**src/rtl/mem_arbiter.sv**
```systemverilog
// Shares one multicycle memory port between the I-side and D-side miss paths:
// D-priority grant, WORDS-beat block fills and single-word D writes.
module mem_arbiter #(
  parameter int WORDS  = 8,
  parameter int ADDR_W = 16
) (
  input  logic                     clk,
  input  logic                     rst_n,
  input  logic                     i_req,
  input  logic [ADDR_W-1:0]        i_addr,
  input  logic                     d_req,
  input  logic                     d_we,
  input  logic [ADDR_W-1:0]        d_addr,
  input  logic [15:0]              d_wdata,
  input  logic [15:0]              mem_rdata,
  input  logic                     mem_rvalid,
  output logic                     mem_en,
  output logic                     mem_wr,
  output logic [ADDR_W-1:0]        mem_addr,
  output logic [15:0]              mem_wdata,
  output logic [15:0]              fill_data,
  output logic                     i_fill_valid,
  output logic                     d_fill_valid,
  output logic [$clog2(WORDS)-1:0] fill_idx,
  output logic                     i_busy,
  output logic                     d_busy,
  output logic                     i_done,
  output logic                     d_done
);

  localparam int IW = $clog2(WORDS);
  localparam logic [1:0] S_IDLE   = 2'd0;
  localparam logic [1:0] S_IFILL  = 2'd1;
  localparam logic [1:0] S_DFILL  = 2'd2;
  localparam logic [1:0] S_DWRITE = 2'd3;

  logic [1:0]        state_q, state_d;
  logic [ADDR_W-1:0] addr_q, addr_d;
  logic [15:0]       wdata_q, wdata_d;
  logic [IW:0]       iss_q, iss_d;   // top bit marks "all words issued"
  logic [IW-1:0]     ret_q, ret_d;
  logic              i_done_q, i_done_d, d_done_q, d_done_d;
  logic [ADDR_W-1:0] base;

  assign base = addr_q & ~ADDR_W'(2 * WORDS - 1);

  always_comb begin
    state_d      = state_q;
    addr_d       = addr_q;
    wdata_d      = wdata_q;
    iss_d        = iss_q;
    ret_d        = ret_q;
    i_done_d     = 1'b0;
    d_done_d     = 1'b0;
    mem_en       = 1'b0;
    mem_wr       = 1'b0;
    mem_addr     = '0;
    mem_wdata    = '0;
    fill_data    = '0;
    i_fill_valid = 1'b0;
    d_fill_valid = 1'b0;
    fill_idx     = '0;
    unique case (state_q)
      S_IDLE: begin
        iss_d = '0;
        ret_d = '0;
        // The done cycle is a bubble so a still-held request is not re-granted.
        if (!i_done_q && !d_done_q) begin
          if (d_req) begin
            state_d = d_we ? S_DWRITE : S_DFILL;
            addr_d  = d_addr;
            wdata_d = d_wdata;
          end else if (i_req) begin
            state_d = S_IFILL;
            addr_d  = i_addr;
          end
        end
      end
      S_IFILL, S_DFILL: begin
        if (!iss_q[IW]) begin
          mem_en   = 1'b1;
          mem_addr = base + ADDR_W'({iss_q[IW-1:0], 1'b0});
          iss_d    = iss_q + 1'b1;
        end
        if (mem_rvalid) begin
          fill_data    = mem_rdata;
          fill_idx     = ret_q;
          i_fill_valid = (state_q == S_IFILL);
          d_fill_valid = (state_q == S_DFILL);
          ret_d        = ret_q + 1'b1;
          if (ret_q == IW'(WORDS - 1)) begin
            state_d  = S_IDLE;
            iss_d    = '0;
            i_done_d = (state_q == S_IFILL);
            d_done_d = (state_q == S_DFILL);
          end
        end
      end
      S_DWRITE: begin
        mem_en    = 1'b1;
        mem_wr    = 1'b1;
        mem_addr  = addr_q;
        mem_wdata = wdata_q;
        state_d   = S_IDLE;
        d_done_d  = 1'b1;
      end
      default: state_d = S_IDLE;
    endcase
  end

  assign i_busy = (state_q == S_IFILL);
  assign d_busy = (state_q == S_DFILL) || (state_q == S_DWRITE);
  assign i_done = i_done_q;
  assign d_done = d_done_q;

  always_ff @(posedge clk) begin
    if (!rst_n) begin
      state_q  <= S_IDLE;
      addr_q   <= '0;
      wdata_q  <= '0;
      iss_q    <= '0;
      ret_q    <= '0;
      i_done_q <= 1'b0;
      d_done_q <= 1'b0;
    end else begin
      state_q  <= state_d;
      addr_q   <= addr_d;
      wdata_q  <= wdata_d;
      iss_q    <= iss_d;
      ret_q    <= ret_d;
      i_done_q <= i_done_d;
      d_done_q <= d_done_d;
    end
  end

endmodule

```
**config.mk**
```make
export PLATFORM = sky130hd
export DESIGN_NAME = mem_arbiter
export DESIGN_NICKNAME = d
export VERILOG_FILES = /design/src/rtl/mem_arbiter.sv
export SDC_FILE = /design/constraint.sdc
export NUM_CORES = 1
export LEC_CHECK = 0
export CAP_MARGIN = 20
export CORE_ASPECT_RATIO = 1.1
export CORE_MARGIN = 8
export CORE_UTILIZATION = 30
export DETAILED_ROUTE_END_ITERATION = 6
export HOLD_SLACK_MARGIN = 0.1
export SYNTH_ARGS = -nofsm -noshare
export SYNTH_HDL_FRONTEND = slang
export SYNTH_SLANG_ARGS = --single-unit
```
**constraint.sdc**
```tcl
create_clock -name clk -period 2.45 [get_ports clk]
set_input_delay 0.49 -clock clk [delete_from_list [all_inputs] [get_ports clk]]
set_output_delay 0.49 -clock clk [all_outputs]
set_load 0.02 [all_outputs]
```
Word-level counts from Yosys, hierarchy flattened

Cells that the tools add are included.

Reduce and logical (&&, ||, !) cells: 13
Add/sub/neg operators: 3
Mux-type cells: 32
Equal/unequal tests: 8

Operators with widths:

| kind                                                | number |
|---|---|
| 2-to-1 mux 16 bit                                   | 6 |
| case mux 16 bit (2 select lines)                    | 1 |
| adder 16 x 4 -> 16 bit                              | 1 |
| 2-to-1 mux 4 bit                                    | 3 |
| 2-to-1 mux 2 bit                                    | 5 |
| 2-to-1 mux 1 bit                                    | 9 |
| 2-to-1 mux 3 bit                                    | 3 |
| case mux 4 bit (2 select lines)                     | 1 |
| AND reduction 4 bit                                 | 2 |
| != test 2 bit, second input constant                | 3 |
| case mux 2 bit (3 select lines)                     | 1 |
| case mux 3 bit (2 select lines)                     | 1 |
| AND reduction 3 bit                                 | 2 |
| adder 4 x 1 -> 4 bit, second input constant         | 1 |
| equality test 2 bit, second input constant          | 2 |
| case mux 1 bit (2 select lines)                     | 2 |
| nonzero test 2 bit                                  | 2 |
| adder 3 x 1 -> 3 bit, second input constant         | 1 |
| equality test 3 bit, second input constant          | 1 |
| != test 3 bit, second input constant                | 1 |
| equality test 2 x 1 -> 1 bit, second input constant | 1 |
| logical NOT 1 bit                                   | 2 |
| logical NOT 2 bit                                   | 1 |
| AND reduction 2 bit                                 | 1 |
| other kinds (3)                                     | 3 |

Output and inout port bits: 59
Flip-flop bits (word level): 43
Word-level logic and storage cells: 63
Input port bits: 70

Longest topological paths before layout

Gate-level depths: netlist of the first run.

Depth in word-level cells: 5
Depth in mapped cells: 8
Depth with buffers taken out: 6

Worst setup path before layout of the first run

Ideal clock, no wire load.

Kind: reg-to-output
Start: reg state_q[0]
End: out mem_addr[10]
Arrival: 1510 ps
Slack: 450 ps
Required time: 1960 ps
Cell stages (with the launch flop): 8
Path buffers: 1
Path through: dfxtp_1 inv_1 ha_1 nor2b_2 nor2_1 nor2_2 buf_4 and2_1

Word-level cells in the longest chain between the ends: 3
Elaborated cells between the ends (all ways): 5
Classes of those cells: eq/ne: 3; mux: 1; reduce/logical: 1

RTL lines:

| what                                                                       | RTL line | RTL |
|---|---|---|
| start: declaration                                                         | 37       | `logic [1:0] state_q, state_d;` |
| start signal: assignment                                                   | 126      | `state_q <= state_d;` |
| equality test 2 x 1 -> 1 bit / equality test 2 bit (equally long branches) | 63       | `unique case (state_q)` |
| OR reduction 2 bit                                                         | 63       |  |
| case mux 16 bit (2 select lines) *                                         | 63       |  |
| end: declaration                                                           | 19       | `output logic [ADDR_W-1:0] mem_addr,` |

Every way passes the cells marked *; elsewhere a longest branch is shown, timed or not.

Worst setup path after layout of the first run

Start: in mem_rvalid
End: out i_fill_valid

Word-level cells in the longest chain between the ends: 2

RTL lines:

| what               | RTL line | RTL |
|---|---|---|
| start: declaration | 16       | `input logic mem_rvalid,` |
| 2-to-1 mux 1 bit   | 85       | `if (mem_rvalid) begin` |
| 2-to-1 mux 1 bit   | 63       |  |
| end: declaration   | 22       | `output logic i_fill_valid,` |

Every way passes these cells.

==> results of run 1 <==
-- power groups by stage --
stage / clock network, mW / registers, mW / logic [mW]
floorplan: 0 / 0.939 / 0.954
finish: 0.450 / 0.938 / 1.42
global placement: 0 / 0.949 / 1.50
CTS: 0.476 / 0.939 / 1.46
global route: 0.500 / 0.961 / 1.57
detailed placement: 0 / 0.955 / 1.52
-- per-layer routing --
metal,vias up,part of all wire (%),track usage [%],routed length (um)
li1,1166,-,-,-
met1,1022,44,14.94,3193
met2,65,48,22.11,3454
met3,4,7.2,4.560,518
met4,0,0.53,2.595,38
met5,-,0,0,0
-- cells in the mapped netlist, drive strengths merged, types with 4 or more instances --
cell    number
buf         11
o211a       17
mux2i       20
and3        21
ha           9
clkbuf      10
a22oi        5
a21oi        4
dfxtp       43
a21boi      16
inv          5
nor2         9
and2        31
nand2       52
nor2b        4
-- cells by family after synthesis --
logic type | Yosys count | share of synthesized area, %
flops | 43 | 36.23
xor+xnor | 1 | 0.3687
mux | 20 | 8.425
compound gates | 48 | 17.43
simple gates | 123 | 26.44
buf+inv | 26 | 6.372
fa+ha+maj | 9 | 4.739
-- sequential cells by signal, indices dropped and copies added (netlist names) --
signal   cells
addr_q      16
i_done       1
wdata_q     16
state_q      2
ret_q        3
iss_q        4
d_done       1
-- worst min-delay path by stage --
stage          startpoint    endpoint  slack [ns]  cells after the start
4_1_cts        wdata_q[8]  wdata_q[8]        0.46                      2
3_5_place_dp   wdata_q[8]  wdata_q[8]        0.45                      2
3_3_place_gp   wdata_q[9]  wdata_q[9]        0.44                      2
5_1_grt        wdata_q[4]  wdata_q[4]        0.48                      2
6_report       wdata_q[9]  wdata_q[9]        0.45                      2
2_1_floorplan  wdata_q[8]  wdata_q[8]        0.43                      2
-- cell type report --
| cell class | count | share of cell area (%) |
|---|---|---|
| clock buffer | 6 | 2.162 |
| clock inverter | 1 | 0.1310 |
| inverter | 5 | 0.4913 |
| multi-input combinational | 201 | 35.70 |
| sequential | 43 | 22.54 |
| tap | 108 | 3.538 |
| timing repair buffer | 141 | 35.44 |
-- stage by stage --
| stage | util [%] | instance area (um2) | setup slack [ns] |
|---|---|---|---|
| final | 49.07 | 3820 | 0.06013 |
| after detailed placement | 48.59 | 3782 | 0.01816 |
| after global routing | 49.07 | 3820 | 0.001726 |
| after CTS | 49.45 | 3850 | 0.002410 |
| after global placement | 48.59 | 3782 | 0.02587 |
| after floorplan | - | 2376 | 0.4495 |
-- critical path, delay by kind of cell --
kind / cells / cell delay [ns]
buf+inv: 3 / 1.28
simple gates: 1 / 0.13
-- cells in the final DEF (no fill, tap or decap), drive strengths merged, types with 2 or more instances in the layout --
master / n
ha: 9
clkdlybuf4s50: 76
dfxtp: 43
dlygate4sd2: 22
and2: 31
o211a: 17
nand2: 52
nor2b: 4
buf: 22
a21oi: 4
dlymetal6s2s: 15
clkdlybuf4s15: 3
nor2: 9
a21boi: 16
o21ai: 3
and3: 21
mux2i: 20
a22oi: 5
inv: 5
nand3: 2
clkbuf: 9
-- repair_timing --
| action | CTS | global route |
|---|---|---|
| setup endpoints to repair | 37 | 30 |
| cloned | 0 | 0 |
| hold buffers | 0 | 0 |
| gates resized for setup | 58 | 31 |
==> results.md, run 1 <==
- Status: finished clean
- Net Count, Synth: between 300 and 400
- Total CTS buffers: 5
- Htree depth: 2
- Async S/R FF share, synth: 0%
- CP max stage delay: just over 0.6 ns
- Worst path most repeated cell: clkdlybuf4s50_1
- Clk_lat worst skew: 0.29 ns
- Placeable Area: 7785 um2
- Root Buffer: clkbuf_8
- Number of antenna diodes: 0
- Die area: ~11000 um2
- Sw Ratio: 39.16%
- Depth of the most critical reg-to-reg path: 7
- DRT iter0 DRCs: 76
- Area of the multi-input gates: 1364 um2
- Initial antenna violation count: 0
- Die Wd: 100.9 um
- Switching pwr: 1.099 mW
- Mapped cell area: 2376 um2
- Synth unique cells: 33
- Layout cell share with drive strength beyond 1: 11.08%
- Critical path fanouts, max: 23
- Filler cells: 783
- Worst vdd rail ir drop: ~380 uV
- Critical-path cell list: clkdlybuf4s50_1, buf_12, and2_1, clkdlybuf4s50_1
- CP startpoint kind: input pin
- GRT Residual Overflow: 0
- Rows: 34
- Pleak: 2.123 nW
- Critical R2R Capture: ret_q[2]
- CTS Buffer Depth: 2
- Combinational power share: approximately 50%
- Setup tns final: 0 ns
- Placed insts: 498
- R2r setup slk: 0.77 ns
- Post-synth top area share: 36.23%
- Largest net degree at the start of global routing: 43
- DRT Pass-1 Iters: 7
- Crit path kind: input pin to primary output
- Reg clk slew, reported paths: 0.08 ns
- Yosys top cell by area: dfxtp_1
- Critical Path RT: 1.96 ns
- WL final: 7205 um
- Slew @ Worst Pin: 0.6346 ns
- Pwr Density: 734.5 nW/um2
- YS warnings: 0
- First-pass GRT wire length: 11430 um
- Final Power: 2.806 mW
- Hold slack: 0.4537 ns
- Synth top area cells: dfxtp_1, mux2i_1, nand2_1
- EDFF count, synth: 0
- Tmin final: between 2 and 2.5 ns
- Fmax: about 0.42 GHz
- I/O Pins: 129
- Crit. Startpoint: mem_rvalid
- Clock Sinks: 43
- Post-CTS Setup Repair Bufs: 0
- #FFs+latches synth: 43
- Unrepaired setup endpoints after global routing: false
- Hold WC Path Type: register to register
- Syn Area/Cell: 8.800 um2
- Max_cap viols: 0
- Skew final: 0.004048 ns
- Via count: 2257
- DRC: 0
- Nets: 476
- RR Startpoint: state_q[0]
- Routability Congestion: 0.7359
- Die H: between 100 and 150 um
- DP HPWL: 5502 um
- TritonCTS clock tree: yes
- Via density: between 4 and 5
- Cells after synthesis: between 200 and 300
- Final ANT Viol Nets: 0
- Internal: 1.707 mW
- Hold Vio Cnt, Final: 0
- Area growth syn-to-layout: 60.77%
- Starting Density: between 30 and 40%
- Final setup violation count: 0
- Sequential Power Share: between 30 and 40%
- IO Port Bufs: 128
- Seq. cell area: 860.8 um2
- WL/cell: 14.27 um
- Slew Viols, Final: 0
- Critical Path AT: around 1.9 ns
- Max-slew headroom: 57.58%
- Period Utilization, post-route: 97.55%
- Gr usage total: 12.81%
- Worst setup EP type: primary output
- Slowest library cell on the worst path: clkdlybuf4s50_1
- Register area share after synthesis: 36.23%
- Clock Power Share: 16.0%
- Main synth FF type: dfxtp_1
- Non-Filler Instances: a little over 500
- End of the critical path: i_fill_valid
- Vias in the first global route: between 2000 and 2500
(Power assumes the default switching activity.)
==> inputs of run 2 (changes only) <==
==> constraint.sdc (replaced) <==
create_clock -name clk -period 2.5 [get_ports clk]
set_input_delay 0.5 -clock clk [delete_from_list [all_inputs] [get_ports clk]]
set_output_delay 0.5 -clock clk [all_outputs]
set_load 0.02 [all_outputs]
==> run 2 against run 1 <==
Die area is the same. Largest power group unchanged. Critical path depth grew 1. Design area shrank 1.0%. First-iteration DRC count shrank 18%. Power shrank 2.3%. Register-to-register slack gained 0.03 ns. Worst hold slack is essentially flat.
==> results.md, run 2 (synthesized netlist as in run 1, its figures left out) <==
- Number of antenna diodes: 0
- Grt met2 use: 23.25%
- WL final: 7235 um
- WL/cell: 14.36 um
- Layout cell share with drive strength beyond 1: 10.86%
- Tmin final: 2.405 ns
- Largest net degree at the start of global routing: 43
- Largest regs: addr_q: 16 flops, wdata_q: 16 flops, iss_q: 4 flops
- Fmax: slightly above 0.4 GHz
- Skew final: 0.005277 ns
- R2r setup slk: 0.80 ns
- Hold Vio Cnt, Final: 0
- Worst vdd rail ir drop: 364.2 uV
- DP HPWL: 5457 um
- Final setup violation count: 0
- Non-Filler Instances: 504
- Area growth syn-to-layout: 59.08%
- Hold WC Path Type: register to register
- Commonest non-fill, non-tap cell in the layout: clkdlybuf4s50_1
- Nets: 475
- DRC: 0
- Hold slack: 0.4535 ns
- Seq. cell area: between 800 and 900 um2
- Peak-usage layer in the global routing report: met2
- Die area: roughly 11000 um2
- Final ANT Viol Nets: 0
- Placeable Area: 7785 um2
- Vias in the first global route: 2270
- Finished Core Util: 48.55%
- Reg clk slew, reported paths: 0.08 ns
- Gr usage total: approximately 13%
- Initial antenna violation count: 0
- Critical path fanouts, max: 24
- Pleak: around 1.9 nW
- DP Worst Slack: 0.05638 ns
- Area of the multi-input gates: 1364 um2
- Critical Path RT: approximately 2.0 ns
- Slew @ Worst Pin: between 0.6 and 0.7 ns
- Routability Congestion: 0.7004
- Unrepaired setup endpoints after global routing: false
- Post-CTS Hold Buffers: 0
- Via density: approximately 4.4
- Total CTS buffers: 5
- Met1 usage: 14.49%
- Slack of the critical path: 0.09493 ns
- Placed insts: about 500
- CP startpoint kind: register
- IO Port Bufs: 128
- Htree depth: 2
- CTS Buffer Depth: 2
- Max-slew headroom: 58.81%
- Max_cap viols: 0
- Period Utilization, post-route: 96.20%
- GRT Residual Overflow: 0
- Slew Viols, Final: 0
- Worst setup EP type: primary output
- Die Wd: 100.9 um
- DRT iter0 DRCs: 62
- Pwr Density: 725.3 nW/um2
- Crit path kind: register to primary output
- Clk_lat worst skew: 0.29 ns
- Root Buffer: clkbuf_8
- Die H: 109.3 um
- First-pass GRT wire length: roughly 12000 um
- I/O Pins: approximately 130
- Rows: 34
- Fin area: 3780 um2
- Via count: 2237
- Met3 usage: under 10%
- Placed inst area: 3775 um2
- Final Power: 2.741 mW
- Clock Sinks: between 40 and 50
- Starting Density: 30.52%
- DRT Pass-1 Iters: 4
- Setup tns final: 0 ns
- TritonCTS clock tree: yes
- Filler cells: 801
- Status: finished clean
- Commonest cells after routing, fill and taps aside: clkdlybuf4s50_1, nand2_1, dfxtp_1
- Critical Path AT: 1.91 ns
## run 2: cell count changes in the layout (fill, tap and decap cells not counted)
cell             delta
buf_2               -9
clkdlybuf4s50_1    +12
dlygate4sd2_1       +2
clkbuf_2            +9
clkdlybuf4s15_1     -2
dlymetal6s2s_1     -12
buf_4               -1
## run 2: worst paths after layout
path / start / to / depth (start not counted)
max: state_q[0] / mem_wdata[10] / 5
min: wdata_q[8] / wdata_q[8] / 2
max reg2reg: state_q[0] / ret_q[0] / 7
min reg2reg: wdata_q[8] / wdata_q[8] / 2
## run 2: report_power, final
part           switching, mW  internal (mW)  leakage (nW)
combinational          0.770          0.598          1.49
clock                  0.236          0.217        0.0470
sequential            0.0785          0.843         0.354
total                   1.08           1.66          1.89
## run 2: layer usage
layer / routed length, um / part of all wire [%]
met1: 3113 / 43
met2: 3556 / 49
met3: 509 / 7.0
met4: 55 / 0.76
met5: 0 / 0
## run 2: area by class of cell
class                      count  share of cell area, %
clock buffer                   6                  2.185
clock inverter                 1                 0.1324
inverter                       5                 0.4965
multi-input combinational    201                  36.08
sequential                    43                  22.77
tap                          108                  3.575
timing repair buffer         140                  34.76
## run 2: worst max-delay path: stages (launching register included)
cell	delay [ns]
dfxtp_1	0.33
buf_4	0.12
ha_1	0.24
buf_12	0.18
and2_1	0.14
clkdlybuf4s50_1	0.61
## run 2: timing repair
| item | CTS | global route |
|---|---|---|
| gates resized for setup | 42 | 23 |
| setup endpoints to repair | 37 | 16 |
| buffers inserted | 0 | 0 |
==> inputs of run 3 (changes only) <==
--- a/config.mk
+++ b/config.mk
@@ -7,7 +7,6 @@
 export LEC_CHECK = 0
 export CAP_MARGIN = 20
 export CORE_ASPECT_RATIO = 1.1
-export CORE_MARGIN = 8
 export CORE_UTILIZATION = 30
 export DETAILED_ROUTE_END_ITERATION = 6
 export HOLD_SLACK_MARGIN = 0.1
==> constraint.sdc (replaced) <==
create_clock -name clk -period 2.8 [get_ports clk]
set_input_delay 0.56 -clock clk [delete_from_list [all_inputs] [get_ports clk]]
set_output_delay 0.56 -clock clk [all_outputs]
set_load 0.02 [all_outputs]
==> run 3 against run 2 <==
Combinational power shrank 11%. Highest routed layer unchanged. Wire length shrank 13%. Via count grew 3.2%. Sequential share of layout area shrank 0.32 points. First-iteration DRC count shrank 3.2%. Critical endpoint is now fill_data[14]. Sequential power shrank 9.7%.
==> results.md, run 3 (synthesized netlist as in run 1, its figures left out) <==
- Die H: 95.34 um
- Routability Congestion: 0.8089
- Critical Path RT: 2.24 ns
- Hold Vio Cnt, Final: 0
- Status: finished clean
- Slack of the critical path: about 0.14 ns
- TritonCTS clock tree: yes
- Tmin final: 2.664 ns
- Starting Density: 31.45%
- DRT Pass-1 Iters: 4
- Die area: 8281 um2
- Hold WC Path Type: register to register
- Root Buffer: clkbuf_8
- DRC: 0
- Vias in the first global route: 2166
- Layout cell share with drive strength beyond 1: 7.576%
- Max_cap viols: 0
- Via density: 4.609
- Slew @ Worst Pin: ~0.63 ns
- Crit. Startpoint: state_q[0]
- Via count: 2309
- GRT Residual Overflow: 0
- Clock Sinks: 43
- Filler cells: 740
- Die Wd: 86.86 um
- CP startpoint kind: register
- R2r setup slk: 0.99 ns
- WL final: 6299 um
- Setup tns final: 0 ns
- Period Utilization, post-route: between 90% and 100%
- Slew Viols, Final: 0
- I/O Pins: ~130
- Depth of the most critical reg-to-reg path: 7
- Skew final: 0.005970 ns
- Initial antenna violation count: 0
- IO Port Bufs: 128
- Critical path fanouts, max: 23
- Clk_lat worst skew: 0.29 ns
- Reg clk slew, reported paths: 0.08 ns
- First-pass GRT wire length: 10280 um
- DP HPWL: about 4800 um
- Final setup violation count: 0
- Largest net degree at the start of global routing: 33
- End of the critical path: fill_data[14]
- Number of antenna diodes: 0
- Pleak: 1.834 nW
- Nets: 474
- Hold slack: 0.4583 ns
- Worst setup EP type: primary output
- Critical R2R Capture: iss_q[2]
- Max-slew headroom: roughly 58%
- Placed inst area: ~3700 um2
- DRT iter0 DRCs: 60
- DP Worst Slack: 0.2223 ns
- Placeable Area: 7556 um2
- Fin area: 3834 um2
- RR Startpoint: state_q[0]
- Area growth syn-to-layout: 61.35%
- Worst vdd rail ir drop: 297.5 uV
- WL/cell: 12.57 um
- Largest regs: addr_q: 16 flops, wdata_q: 16 flops, iss_q: 4 flops
- Final ANT Viol Nets: 0
- Critical Path AT: 2.10 ns
- CTS Buffer Depth: 2
- Rows: 33
- Htree depth: 2
- Fmax: 0.3754 GHz
- Total CTS buffers: 5
- Pwr Density: 648.2 nW/um2
- Gr usage total: between 10% and 20%
- Crit path kind: register to primary output
- Post-CTS Setup Repair Bufs: 0
- Commonest non-fill, non-tap cell in the layout: clkdlybuf4s50_1
- Unrepaired setup endpoints after global routing: false
- Commonest cells after routing, fill and taps aside: clkdlybuf4s50_1, nand2_1, dfxtp_1
==> run 3: cell count changes in the layout (fill, tap and decap cells not counted), sizes merged <==
cell	previous run	this run
dlygate4sd2	24	12
clkdlybuf4s50	88	112
dlymetal6s2s	3	4
buf	12	11
clkbuf	18	8
clkinv	1	0
clkdlybuf4s15	1	0
==> run 3: area by class of cell <==
class / count / area [um2] / share of cell area (%)
Multi-Input combinational cell: 201 / 1364 / 35.57
Sequential cell: 43 / 860.8 / 22.45
Tap cell: 105 / 131.4 / 3.427
Clock buffer: 8 / 100.1 / 2.611
Inverter: 5 / 18.77 / 0.4896
Timing Repair Buffer: 139 / 1359 / 35.44
==> run 3: worst max-delay path: stages (launching register included) <==
cell	delay [ns]
dfxtp_1	0.40
inv_1	0.10
ha_1	0.29
buf_4	0.22
and3_1	0.18
clkdlybuf4s50_1	0.61
==> run 3: how the worst min path moves through the flow <==
stage	slack, ns	startpoint	end	cells after the start
floorplan	0.43	wdata_q[8]	wdata_q[8]	2
global placement	0.44	wdata_q[9]	wdata_q[9]	2
detailed placement	0.45	wdata_q[8]	wdata_q[8]	2
CTS	0.46	wdata_q[8]	wdata_q[8]	2
global route	0.49	wdata_q[8]	wdata_q[8]	2
finish	0.46	wdata_q[8]	wdata_q[8]	2
==> run 3: routing by layer <==
metal  wire (um)  track usage, %  vias to the layer above
met5           0               0                        -
met4          59           5.000                        0
met3         375           3.810                        8
met2        3139           28.22                       67
met1        2724           18.64                     1066
li1            -               -                     1168
==> run 3: report_power, final <==
part           switching (mW)  internal (mW)
combinational           0.664          0.557
sequential             0.0789          0.753
clock                   0.207          0.225
total                   0.950           1.54
==> run 3: what timing repair did <==
item	in CTS	in global routing
hold buffers	0	0
endpoints found under the setup margin	12	4
resized for setup	12	4
==> run 3: metrics by stage <==
step	total power, mW	std cells	utilization (%)
floorplan	1.656	270	-
global placement	2.087	493	49.48
detailed placement	2.105	493	49.48
CTS	2.528	501	50.60
global route	2.680	501	50.74
finish	2.485	501	50.74
